## src/rtl/uart_pkg.sv

```systemverilog
// Shared UART definitions: FSM states, default parameters and the divisor helper.
package uart_pkg;

   localparam int unsigned DEF_BAUD_RATE  = 9600;
   localparam int unsigned DEF_DATA_WIDTH = 8;
   localparam int unsigned DEF_CLK_FREQ   = 100_000_000;

   typedef enum logic [2:0] {
      IDLE       = 3'd0,
      START      = 3'd1,
      DATA       = 3'd2,
      STOP       = 3'd3,
      BREAK_WAIT = 3'd4
   } state_t;

   // Clock cycles per tick; a zero quotient is clamped to 1 (tick every clk).
   function automatic int unsigned calc_div(input int unsigned clk_freq,
                                            input int unsigned rate);
      int unsigned q;
      q = (rate == 0) ? 0 : clk_freq / rate;
      return (q == 0) ? 1 : q;
   endfunction

endpackage

```

## src/rtl/uart_baud_tick.sv

```systemverilog
// Free-running divider producing a one-clk tick at RATE ticks per second.
module uart_baud_tick import uart_pkg::*; #(
   parameter int unsigned CLK_FREQ = DEF_CLK_FREQ,
   parameter int unsigned RATE     = DEF_BAUD_RATE * 16
) (
   input  logic clk,
   input  logic rst,
   output logic o_tick
);

   localparam int unsigned DIV = calc_div(CLK_FREQ, RATE);
   localparam int unsigned CW  = (DIV > 1) ? $clog2(DIV) : 1;

   logic [CW-1:0] r_cnt;
   logic          r_tick;
   logic          w_wrap;

   assign w_wrap = (r_cnt == CW'(DIV - 1));
   assign o_tick = r_tick;

   // Counter wraps at DIV-1 and flags the wrap as a registered tick.
   always_ff @(posedge clk) begin
      if (rst) begin
         r_cnt  <= '0;
         r_tick <= 1'b0;
      end else begin
         r_cnt  <= w_wrap ? '0 : r_cnt + CW'(1);
         r_tick <= w_wrap;
      end
   end

endmodule

```

## src/rtl/uart_rx.sv

```systemverilog
// UART receiver: 16x oversampled start detect, mid-bit data sampling, stop check.
module uart_rx import uart_pkg::*; #(
   parameter int unsigned BAUD_RATE  = DEF_BAUD_RATE,
   parameter int unsigned DATA_WIDTH = DEF_DATA_WIDTH,
   parameter int unsigned CLK_FREQ   = DEF_CLK_FREQ,
   parameter int unsigned OVERSAMPLE = 16
) (
   input  logic                  clk,
   input  logic                  rst,
   input  logic                  i_rx,
   output logic [DATA_WIDTH-1:0] o_rxdata,
   output logic                  o_rx_valid,
   output logic                  o_frame_err,
   output logic                  o_busy
);

   localparam int unsigned SCW = $clog2(OVERSAMPLE);
   localparam int unsigned BCW = $clog2(DATA_WIDTH) + 1;

   logic                  w_tick;
   logic [1:0]            r_sync;
   logic                  w_rx_s;

   state_t                r_state,      w_state_nxt;
   logic [SCW-1:0]        r_sample_cnt, w_sample_nxt;
   logic [BCW-1:0]        r_bit_cnt,    w_bit_nxt;
   logic [DATA_WIDTH-1:0] r_shift,      w_shift_nxt;
   logic [DATA_WIDTH-1:0] r_rxdata,     w_rxdata_nxt;
   logic                  r_valid,      w_valid_nxt;
   logic                  r_err,        w_err_nxt;
   logic                  r_busy,       w_busy_nxt;

   uart_baud_tick #(
      .CLK_FREQ (CLK_FREQ),
      .RATE     (BAUD_RATE * OVERSAMPLE)
   ) u_tick (
      .clk    (clk),
      .rst    (rst),
      .o_tick (w_tick)
   );

   assign w_rx_s      = r_sync[1];
   assign o_rxdata    = r_rxdata;
   assign o_rx_valid  = r_valid;
   assign o_frame_err = r_err;
   assign o_busy      = r_busy;

   // Two-flop synchronizer for the asynchronous line; idles high.
   always_ff @(posedge clk) begin
      if (rst) r_sync <= 2'b11;
      else     r_sync <= {r_sync[0], i_rx};
   end

   // State and datapath registers.
   always_ff @(posedge clk) begin
      if (rst) begin
         r_state      <= IDLE;
         r_sample_cnt <= '0;
         r_bit_cnt    <= '0;
         r_shift      <= '0;
         r_rxdata     <= '0;
         r_valid      <= 1'b0;
         r_err        <= 1'b0;
         r_busy       <= 1'b0;
      end else begin
         r_state      <= w_state_nxt;
         r_sample_cnt <= w_sample_nxt;
         r_bit_cnt    <= w_bit_nxt;
         r_shift      <= w_shift_nxt;
         r_rxdata     <= w_rxdata_nxt;
         r_valid      <= w_valid_nxt;
         r_err        <= w_err_nxt;
         r_busy       <= w_busy_nxt;
      end
   end

   // Next-state and output decode; pulses default low, everything else holds.
   always_comb begin
      w_state_nxt  = r_state;
      w_sample_nxt = r_sample_cnt;
      w_bit_nxt    = r_bit_cnt;
      w_shift_nxt  = r_shift;
      w_rxdata_nxt = r_rxdata;
      w_valid_nxt  = 1'b0;
      w_err_nxt    = 1'b0;
      w_busy_nxt   = r_busy;

      case (r_state)
         IDLE: begin
            if (w_tick && !w_rx_s) begin
               w_state_nxt  = START;
               w_sample_nxt = '0;
               w_busy_nxt   = 1'b1;
            end
         end
         START: begin
            if (w_tick) begin
               if (r_sample_cnt == SCW'(OVERSAMPLE / 2 - 1)) begin
                  if (!w_rx_s) begin
                     w_state_nxt  = DATA;
                     w_sample_nxt = '0;
                     w_bit_nxt    = '0;
                  end else begin
                     w_state_nxt = IDLE;
                     w_busy_nxt  = 1'b0;
                  end
               end else begin
                  w_sample_nxt = r_sample_cnt + SCW'(1);
               end
            end
         end
         DATA: begin
            if (w_tick) begin
               if (r_sample_cnt == SCW'(OVERSAMPLE - 1)) begin
                  w_sample_nxt = '0;
                  w_shift_nxt  = {w_rx_s, r_shift[DATA_WIDTH-1:1]};
                  if (r_bit_cnt == BCW'(DATA_WIDTH - 1)) begin
                     w_state_nxt = STOP;
                     w_bit_nxt   = '0;
                  end else begin
                     w_bit_nxt = r_bit_cnt + BCW'(1);
                  end
               end else begin
                  w_sample_nxt = r_sample_cnt + SCW'(1);
               end
            end
         end
         STOP: begin
            if (w_tick) begin
               if (r_sample_cnt == SCW'(OVERSAMPLE - 1)) begin
                  w_sample_nxt = '0;
                  if (w_rx_s) begin
                     w_rxdata_nxt = r_shift;
                     w_valid_nxt  = 1'b1;
                     w_busy_nxt   = 1'b0;
                     w_state_nxt  = IDLE;
                  end else begin
                     w_err_nxt   = 1'b1;
                     w_state_nxt = BREAK_WAIT;
                  end
               end else begin
                  w_sample_nxt = r_sample_cnt + SCW'(1);
               end
            end
         end
         BREAK_WAIT: begin
            // Checked every clk so a long break yields a single error.
            if (w_rx_s) begin
               w_busy_nxt  = 1'b0;
               w_state_nxt = IDLE;
            end
         end
         default: begin
            w_state_nxt = IDLE;
            w_busy_nxt  = 1'b0;
         end
      endcase
   end

endmodule

```

## config.mk

```make
export PLATFORM = sky130hd
export DESIGN_NAME = uart_rx
export DESIGN_NICKNAME = d
export VERILOG_FILES = /design/src/rtl/uart_pkg.sv /design/src/rtl/uart_baud_tick.sv /design/src/rtl/uart_rx.sv
export SDC_FILE = /design/constraint.sdc
export NUM_CORES = 1
export LEC_CHECK = 0
export CORE_ASPECT_RATIO = 1.75
export CORE_MARGIN = 5
export CORE_UTILIZATION = 54
export CTS_BUF_LIST = sky130_fd_sc_hd__clkbuf_2 sky130_fd_sc_hd__clkbuf_4 sky130_fd_sc_hd__clkbuf_8
export CTS_CLUSTER_SIZE = 28
export DETAILED_ROUTE_END_ITERATION = 10
export HOLD_SLACK_MARGIN = 0.12
export PLACE_DENSITY = 0.77
export SLEW_MARGIN = 0
export SYNTH_ARGS = -nofsm -noshare
export SYNTH_HDL_FRONTEND = slang
export SYNTH_SLANG_ARGS = --single-unit
```

## constraint.sdc

```tcl
create_clock -name clk -period 1.9 [get_ports clk]
set_clock_uncertainty 0.1 [all_clocks]
set_input_delay 0.57 -clock clk [delete_from_list [all_inputs] [get_ports clk]]
set_output_delay 0.57 -clock clk [all_outputs]
set_load 0.03 [all_outputs]
```

==> results of run 1 <==
==> where the power goes <==
group          internal [uW]  leakage [uW]  switching, uW
sequential               910      0.000347           12.2
combinational           42.3      0.000499           47.8
clock                    285     0.0000470            294
total                   1240      0.000893            354
==> state kept, by name, summed over array words and instances (netlist names), 2 cells and up <==
signal and count:
r_sample_cnt 4, o_rxdata 8, r_shift 8, u_tick.r_cnt 10, r_bit_cnt 4, r_sync 2
r_state 3
==> path summary, 6_finish.rpt <==
kind,depth (start not counted),slack [ns],endpoint,startpoint
worst min register to register,1,0.31,r_sync[1]$_SDFF_PP1_,r_sync[0]$_SDFF_PP1_
worst max register to register,5,0.07,r_state[2]$_SDFFE_PP0P_,r_sample_cnt[0]$_SDFFE_PP0P_
worst max-delay path,5,0.07,r_state[2]$_SDFFE_PP0P_,r_sample_cnt[0]$_SDFFE_PP0P_
worst min-delay path,1,0.31,r_sync[1]$_SDFF_PP1_,r_sync[0]$_SDFF_PP1_
==> cell usage in the layout (no fill, tap or decap), drive strengths merged, types with 2 or more instances in the layout <==
cell	instances
nor4b	3
or2	2
and3b	2
a221oi	2
nor2	30
a21oi	17
nand2b	3
dfxtp	43
nand3b	2
xor2	2
or3b	3
clkbuf	6
or3	2
xnor2	6
nor3b	3
nand4	6
a31oi	2
o21ai	6
and3	3
clkdlybuf4s50	2
ha	4
nor3	3
inv	4
mux2i	9
nor4	5
nand3	9
buf	12
dlygate4sd2	11
nand2	25
==> final cells by class <==
class,count,area [um2],area share
clock buffers,6,82.6,0.0360
clock inverters,1,5.00,0.00218
inverters,4,15.0,0.00655
multi-input cells,164,1050,0.459
flip-flops and latches,43,861,0.375
well taps,46,57.6,0.0251
repair buffers,25,219,0.0955
==> timing repair <==
| action | 4_1_cts | 5_1_grt |
|---|---|---|
| cloned | 0 | 0 |
| setup endpoints to repair | 11 | 11 |
| resized for setup | 11 | 3 |
| hold buffers | 0 | 0 |
==> worst max-delay path, cell delays in order, from the launching register on <==
cell and delay (ns):
dfxtp_1 0.37, ha_2 0.29, nand3b_4 0.09, a32o_2 0.31
or3_4 0.39, nor4_4 0.19
==> layer usage <==
metal,share of wire,global-route usage,up-vias
met5,0,0,-
met4,0.029,0.0970,0
met3,0.022,0.0343,11
met2,0.55,0.306,22
met1,0.40,0.182,760
li1,-,-,825
==> cells by family (layout without fill, tap and decap cells) <==
family | after synthesis | after routing | synth area share
simple gates | 107 | 107 | 0.297
fa+ha+maj | 4 | 4 | 0.0250
buf+inv | 18 | 36 | 0.0524
compound gates | 36 | 36 | 0.117
mux | 9 | 9 | 0.0449
xor+xnor | 8 | 8 | 0.0350
flops | 43 | 43 | 0.429
==> per-stage QoR <==
stage                     setup WS [ns]  cells
after floorplan                   0.102    225
after global placement           0.0465    282
after detailed placement         0.0221    282
after CTS                       0.00338    289
after global routing           -0.00632    289
final                            0.0738    289
==> flow_metrics.env, run 1 <==
export IMPL_status="finished, final reports clean"
export IMPL_drc_errors=0
export IMPL_hold_viol_final=0
export IMPL_holdWs_ns=0.313
export IMPL_grt_ovfl_total=0
export IMPL_die_y_um=90.6
export IMPL_cts_htree_levels=2
export IMPL_path_clk_slew_ns=0.08
export IMPL_cts_tree="done"
export IMPL_cp_start_kind="flip-flop"
export IMPL_insertion_delay_ns=0.29
export IMPL_area_growth_pct=14.4
export IMPL_syn_nets=232
export IMPL_synthFlopType="dfxtp_1"
export IMPL_final_area_um2=2290
export IMPL_drtIter0Drc=40
export IMPL_syn_inst=225
export IMPL_cts_setup_buffers=0
export IMPL_ir_drop_mv=0.839
export IMPL_seq_area_frac_synth=0.429
export IMPL_synthArstFlopShare=0
export IMPL_finalMaxSlewViolations=0
export IMPL_cts_buffer_depth=2
export IMPL_drv_cap=0
export IMPL_synth_edf_count=0
export IMPL_yosysWarnings=0
export IMPL_fin_crit_sh=0.961
export IMPL_min_path_type="reg -> reg"
export IMPL_fin_tns_setup_ns=0
export IMPL_wire_per_inst_um=14.3
export IMPL_antenna_found_initial=0
export IMPL_fin_nets=250
export IMPL_syn_cell_area_um2=2000
export IMPL_leakage_uw=0.000893
export IMPL_antenna_left=0
export IMPL_gp_congestion=0.892
export IMPL_grt_pass1_wl_um=7090
export IMPL_setup_viol=0
export IMPL_synth_most_common_cell="dfxtp_1"
export IMPL_grt_pass1_vias=1629
export IMPL_root_buffer="clkbuf_8"
export IMPL_die_area_um2=5080
export IMPL_grt_total_usage=0.171
export IMPL_avgViaCountPerCell=5.60
export IMPL_crit_path_max_fanout=8
export IMPL_required_ns=2.01
export IMPL_max_freq_mhz=548
export IMPL_dieWidth_um=56.1
export IMPL_grt_max_degree=24
export IMPL_start_util=0.558
export IMPL_yosys_top_cells_area="dfxtp_1 43%, nor2_1 5.4%, nand2_1 4.7%"
export IMPL_syn_area_per_cell_um2=8.91
export IMPL_totalWireLength_um=4120
export IMPL_io_pin_count=14
export IMPL_firstDrtPassIters=4
export IMPL_critPathCaptureType="flip-flop"
export IMPL_synth_seq_cells=43
export IMPL_arrival_ns=1.94
export IMPL_yosys_cell_types_count=51
export IMPL_vias=1618
export IMPL_utilization=0.638
export IMPL_p_per_area_nw_per_um2=694
export IMPL_hpwl_um=2920
export IMPL_synthTopCellsByCount="43 x dfxtp_1, 29 x nor2_1, 25 x nand2_1"
export IMPL_crit_type="reg -> reg"
export IMPL_yosysTopAreaCellShare=0.429
export IMPL_final_layout_size_suffix_gt1_frac=0.152
export IMPL_diodes=0
export IMPL_fillers=324
export IMPL_min_period_ns=1.83
export IMPL_numCtsBuffers=5
export IMPL_place_area_um2=2200
export IMPL_fin_total_pwr_uw=1590
export IMPL_core_area_um2=3590
export IMPL_slew_headroom=0.748
export IMPL_worst_pin_slew_ns=0.373
export IMPL_rows=29
export IMPL_yosysTopAreaCell="dfxtp_1"
export IMPL_cts_sink_count=43
export IMPL_port_buffers=13
No activity file was read; power rests on OpenSTA's default activity.
==> run 2, diff against run 1 <==
--- a/config.mk
+++ b/config.mk
@@ -12,7 +12,7 @@
 export CTS_CLUSTER_SIZE = 28
 export DETAILED_ROUTE_END_ITERATION = 10
 export HOLD_SLACK_MARGIN = 0.12
-export PLACE_DENSITY = 0.77
+export PLACE_DENSITY = 0.85
 export SLEW_MARGIN = 0
 export SYNTH_ARGS = -nofsm -noshare
 export SYNTH_HDL_FRONTEND = slang
==> run 2 against run 1 <==
Compared with the run above:
- clock power grew 22%
- critical path depth is the same
- via count grew 3.0%
- total power grew 7.7%
- critical path type unchanged
- die area is the same
- highest routed layer unchanged
- sequential share of layout area shrank 0.45 points
- maximum frequency shrank 0.19%
==> flow_metrics.env, run 2 (synthesized netlist as in run 1, its figures left out) <==
export IMPL_totalWireLength_um=4240
export IMPL_arrival_ns=1.95
export IMPL_grt_pass1_vias=1639
export IMPL_dr_wl_met2_um=2310
export IMPL_cp_start_kind="flip-flop"
export IMPL_gp_congestion=0.880
export IMPL_min_period_ns=1.83
export IMPL_grt_total_usage=0.180
export IMPL_combPwrFrac=0.051
export IMPL_wl_met3_um=147
export IMPL_sw_frac_of_total=0.218
export IMPL_critPathCaptureType="flip-flop"
export IMPL_crit_path_max_fanout=8
export IMPL_r2r_start="r_sample_cnt[0]$_SDFFE_PP0P_"
export IMPL_numCtsBuffers=5
export IMPL_pwr_share_seq=0.538
export IMPL_drc_errors=0
export IMPL_crit_chain="ha_2 > nand3b_4 > a32o_2 > or3_4 > nor4_4"
export IMPL_multi_input_area_um2=1040
export IMPL_hold_viol_final=0
export IMPL_place_inst=282
export IMPL_max_stage_delay_ns=0.39
export IMPL_hpwl_um=3020
export IMPL_holdWs_ns=0.323
export IMPL_path_buf_inv=0
export IMPL_pwr_share_clk=0.411
export IMPL_io_pin_count=14
export IMPL_wl_met1_um=1640
export IMPL_required_ns=2.02
export IMPL_critPathLaunch="r_sample_cnt[0]$_SDFFE_PP0P_"
export IMPL_vias=1667
export IMPL_p_switching_uw=373
export IMPL_largest_register_ff_count=10
export IMPL_ir_drop_mv=0.681
export IMPL_die_y_um=90.6
export IMPL_p_per_area_nw_per_um2=738
export IMPL_min_delay_start="r_sync[0]$_SDFF_PP1_"
export IMPL_fin_nets=252
export IMPL_fillers=301
export IMPL_dp_slack_ns=-0.00924
export IMPL_rows=29
export IMPL_regArea_um2=861
export IMPL_mostFrequentLayoutCells="43 x dfxtp_1, 29 x nor2_1, 25 x nand2_1"
export IMPL_core_area_um2=3590
export IMPL_avgViaCountPerCell=5.71
export IMPL_insertion_delay_ns=0.30
export IMPL_rsz0062_at_grt="no"
export IMPL_cts_tree="done"
export IMPL_fin_cells=292
export IMPL_final_layout_size_suffix_gt1_frac=0.154
export IMPL_fin_tns_setup_ns=0
export IMPL_fin_crit_sh=0.963
export IMPL_worst_pin_slew_ns=0.462
export IMPL_drv_cap=0
export IMPL_finalMaxSlewViolations=0
export IMPL_hold_buffers=0
export IMPL_start_util=0.558
export IMPL_dieWidth_um=56.1
export IMPL_grt_ovfl_total=0
export IMPL_cts_htree_levels=2
export IMPL_min_path_type="reg -> reg"
export IMPL_grt_pass1_wl_um=7410
export IMPL_area_growth_pct=15.8
export IMPL_diodes=0
export IMPL_antenna_found_initial=0
export IMPL_firstDrtPassIters=4
export IMPL_crit_slowest_cell="or3_4"
export IMPL_wire_per_inst_um=14.5
export IMPL_drtIter0Drc=53
export IMPL_critPathTopFamily="simple AND/OR/NAND/NOR gates"
export IMPL_port_buffers=13
export IMPL_die_area_um2=5080
export IMPL_cts_buffer_depth=2
export IMPL_leakage_uw=0.000912
export IMPL_p_int_uw=1340
export IMPL_grt_max_degree=26
export IMPL_cts_sink_count=43
export IMPL_root_buffer="clkbuf_8"
export IMPL_setup_slack_ns=0.0704
export IMPL_max_freq_mhz=547
export IMPL_crit_type="reg -> reg"
export IMPL_highest_layer="met4"
export IMPL_regMostFlops="u_tick.r_cnt"
export IMPL_setup_viol=0
export IMPL_final_common_cell="dfxtp_1"
export IMPL_slew_headroom=0.692
export IMPL_status="finished, final reports clean"
export IMPL_antenna_left=0
export IMPL_path_clk_slew_ns=0.08
## run 2: changes by cell type in the layout (fill, tap and decap cells not counted), sizes merged
cell and change:
bufinv +1, buf +2, clkinv +1, clkbuf -1
## run 2: cell type report
| cell class | count | share of cell area |
|---|---|---|
| Clock buffer | 5 | 0.0296 |
| Inverter | 4 | 0.00647 |
| Sequential cell | 43 | 0.371 |
| Multi-Input combinational cell | 164 | 0.449 |
| Clock inverter | 3 | 0.0189 |
| Timing Repair Buffer | 27 | 0.101 |
| Tap cell | 46 | 0.0248 |
## run 2: power by group through the flow
stage               Clock [uW]  Sequential [uW]  Combinational [uW]
floorplan                    0              937                64.0
global placement             0              943                84.4
detailed placement           0              944                86.1
CTS                        721              923                86.8
global route               757              925                96.1
finish                     705              923                86.7
## run 2: per-stage QoR
| step | power, uW | area [um2] | utilization |
|---|---|---|---|
| final | 1710 | 2320 | 0.646 |
| after global routing | 1780 | 2320 | 0.646 |
| after CTS | 1730 | 2300 | 0.641 |
| after detailed placement | 1030 | 2200 | 0.614 |
| after global placement | 1030 | 2200 | 0.614 |
| after floorplan | 1000 | 2000 | - |
## run 2: final timing paths
| path | to | slack (ns) | cells past startpoint |
|---|---|---|---|
| worst max-delay path | r_state[2]$_SDFFE_PP0P_ | 0.07 | 5 |
| worst min-delay path | r_sync[1]$_SDFF_PP1_ | 0.32 | 1 |
| worst max register to register | r_state[2]$_SDFFE_PP0P_ | 0.07 | 5 |
| worst min register to register | r_sync[1]$_SDFF_PP1_ | 0.32 | 1 |
## run 2: metal layers
metal,up-vias,GRT usage
met3,14,0.0358
met4,0,0.0832
met2,47,0.324
met5,-,0
met1,774,0.195
li1,832,-
## run 2: worst reg2reg max path, delay by kind of cell (launching register included)
kind	cells	cell delay, ns
adder cells (fa/ha/maj)	1	0.29
flip-flops	1	0.38
AND/OR/NAND/NOR	3	0.68
AO/OA/AOI/OAI	1	0.31
## run 2: repair_timing
item	CTS	global route
endpoints found under the setup margin	11	19
pin swaps	0	1
gates resized for setup	11	1
setup buffers	0	2
==> run 3, diff against run 2 <==
--- a/config.mk
+++ b/config.mk
@@ -13,6 +13,7 @@
 export DETAILED_ROUTE_END_ITERATION = 10
 export HOLD_SLACK_MARGIN = 0.12
 export PLACE_DENSITY = 0.85
+export SETUP_SLACK_MARGIN = 0.1
 export SLEW_MARGIN = 0
 export SYNTH_ARGS = -nofsm -noshare
 export SYNTH_HDL_FRONTEND = slang
==> run 3 against run 2 <==
Compared with the run above:
- utilization rose by 0.77 points
- maximum frequency up 4.1%
- register-to-register slack improved by 0.07 ns
- via count grew 1.5%
- largest cell class unchanged
- highest routed layer unchanged
==> flow_metrics.env, run 3 (synthesized netlist as in run 1, its figures left out) <==
export IMPL_port_buffers=13
export IMPL_cts_htree_levels=2
export IMPL_area_growth_pct=17.2
export IMPL_sw_frac_of_total=0.219
export IMPL_cts_tree="done"
export IMPL_grt_total_usage=0.182
export IMPL_place_inst=282
export IMPL_numCtsBuffers=5
export IMPL_max_freq_mhz=569
export IMPL_hpwl_um=3020
export IMPL_firstDrtPassIters=4
export IMPL_cts_buffer_depth=2
export IMPL_largest_register_ff_count=10
export IMPL_ir_drop_mv=0.682
export IMPL_wire_per_inst_um=14.8
export IMPL_p_per_area_nw_per_um2=732
export IMPL_grt_ovfl_total=0
export IMPL_worst_pin_slew_ns=0.395
export IMPL_place_area_um2=2200
export IMPL_highest_layer="met4"
export IMPL_gp_congestion=0.880
export IMPL_fin_nets=252
export IMPL_die_area_um2=5080
export IMPL_grt_pass1_vias=1679
export IMPL_mostFrequentLayoutCells="39 x dfxtp_1, 29 x nor2_1, 25 x nand2_1"
export IMPL_final_common_cell="dfxtp_1"
export IMPL_slew_headroom=0.733
export IMPL_die_y_um=90.6
export IMPL_drc_errors=0
export IMPL_pwr_share_seq=0.537
export IMPL_critPathCaptureType="flip-flop"
export IMPL_min_period_ns=1.76
export IMPL_cts_sink_count=43
export IMPL_cp_start_kind="flip-flop"
export IMPL_p_switching_uw=377
export IMPL_start_util=0.558
export IMPL_min_path_type="reg -> reg"
export IMPL_final_layout_size_suffix_gt1_frac=0.179
export IMPL_crit_path_max_fanout=8
export IMPL_drv_cap=0
export IMPL_grt_max_degree=26
export IMPL_io_pin_count=14
export IMPL_antenna_left=0
export IMPL_wl_met3_um=134
export IMPL_finalMaxSlewViolations=0
export IMPL_fin_tns_setup_ns=0
export IMPL_hold_viol_final=0
export IMPL_path_clk_slew_ns=0.09
export IMPL_rsz0062_at_grt="no"
export IMPL_diodes=0
export IMPL_leakage_uw=0.000916
export IMPL_combPwrFrac=0.052
export IMPL_drtIter0Drc=52
export IMPL_required_ns=2.02
export IMPL_rows=29
export IMPL_p_int_uw=1340
export IMPL_grt_pass1_wl_um=7530
export IMPL_fin_crit_sh=0.925
export IMPL_utilization=0.654
export IMPL_holdWs_ns=0.325
export IMPL_crit_type="reg -> reg"
export IMPL_wl_met1_um=1710
export IMPL_dr_wl_met2_um=2360
export IMPL_regMostFlops="u_tick.r_cnt"
export IMPL_totalWireLength_um=4320
export IMPL_dieWidth_um=56.1
export IMPL_root_buffer="clkbuf_8"
export IMPL_setup_viol=0
export IMPL_insertion_delay_ns=0.30
export IMPL_antenna_found_initial=0
export IMPL_fin_cells=292
export IMPL_final_area_um2=2350
export IMPL_vias=1692
export IMPL_pwr_share_clk=0.411
export IMPL_avgViaCountPerCell=5.79
export IMPL_status="finished, final reports clean"
export IMPL_core_area_um2=3590
export IMPL_arrival_ns=1.87
[run 3: cell counts in the layout (fill, tap and decap cells not counted)]
No cell type changed its count.
[run 3: power by group through the flow]
stage / clock network (uW) / logic [uW] / registers, uW
final: 708 / 89.4 / 923
after CTS: 721 / 86.8 / 923
after global routing: 757 / 99.0 / 926
after detailed placement: 0 / 86.1 / 944
after global placement: 0 / 84.4 / 943
after floorplan: 0 / 64.0 / 937
[run 3: path summary, 6_finish.rpt]
path,slack [ns],depth (start not counted),endpoint,from
worst max-delay path,0.14,5,r_state[2]$_SDFFE_PP0P_,r_sample_cnt[1]$_SDFFE_PP0P_
worst min-delay path,0.32,1,r_sync[1]$_SDFF_PP1_,r_sync[0]$_SDFF_PP1_
worst max register to register,0.14,5,r_state[2]$_SDFFE_PP0P_,r_sample_cnt[1]$_SDFFE_PP0P_
worst min register to register,0.32,1,r_sync[1]$_SDFF_PP1_,r_sync[0]$_SDFF_PP1_
[run 3: through the flow]
step,power [uW],setup WS (ns)
CTS,1730,0.119
detailed placement,1030,-0.00924
global placement,1030,0.0177
floorplan,1000,0.102
global route,1780,0.109
finish,1720,0.143
[run 3: what timing repair did]
item,CTS,global route
setup buffers,2,0
hold buffers,0,0
gates resized for setup,14,5
endpoints found under the setup margin,24,13
pin swaps,1,0
[run 3: per-layer routing]
layer  up-vias  GRT usage
li1        831          -
met1       809      0.194
met2        39      0.335
met3        13     0.0358
met4         0     0.0832
met5         -          0
[run 3: layout make-up]
type                    instances  area [um2]
flip-flops and latches         43         866
multi-input cells             164        1060
repair buffers                 27         234
clock inverters                 3        43.8
well taps                      46        57.6
fillers                       296        1240
inverters                       4        15.0
clock buffers                   5        68.8
[run 3: critical path, stage by stage (launching register included)]
cell	delay, ns
dfxtp_1	0.40
ha_4	0.20
nand3b_4	0.08
a32o_2	0.31
or3_4	0.39
nor4_4	0.19
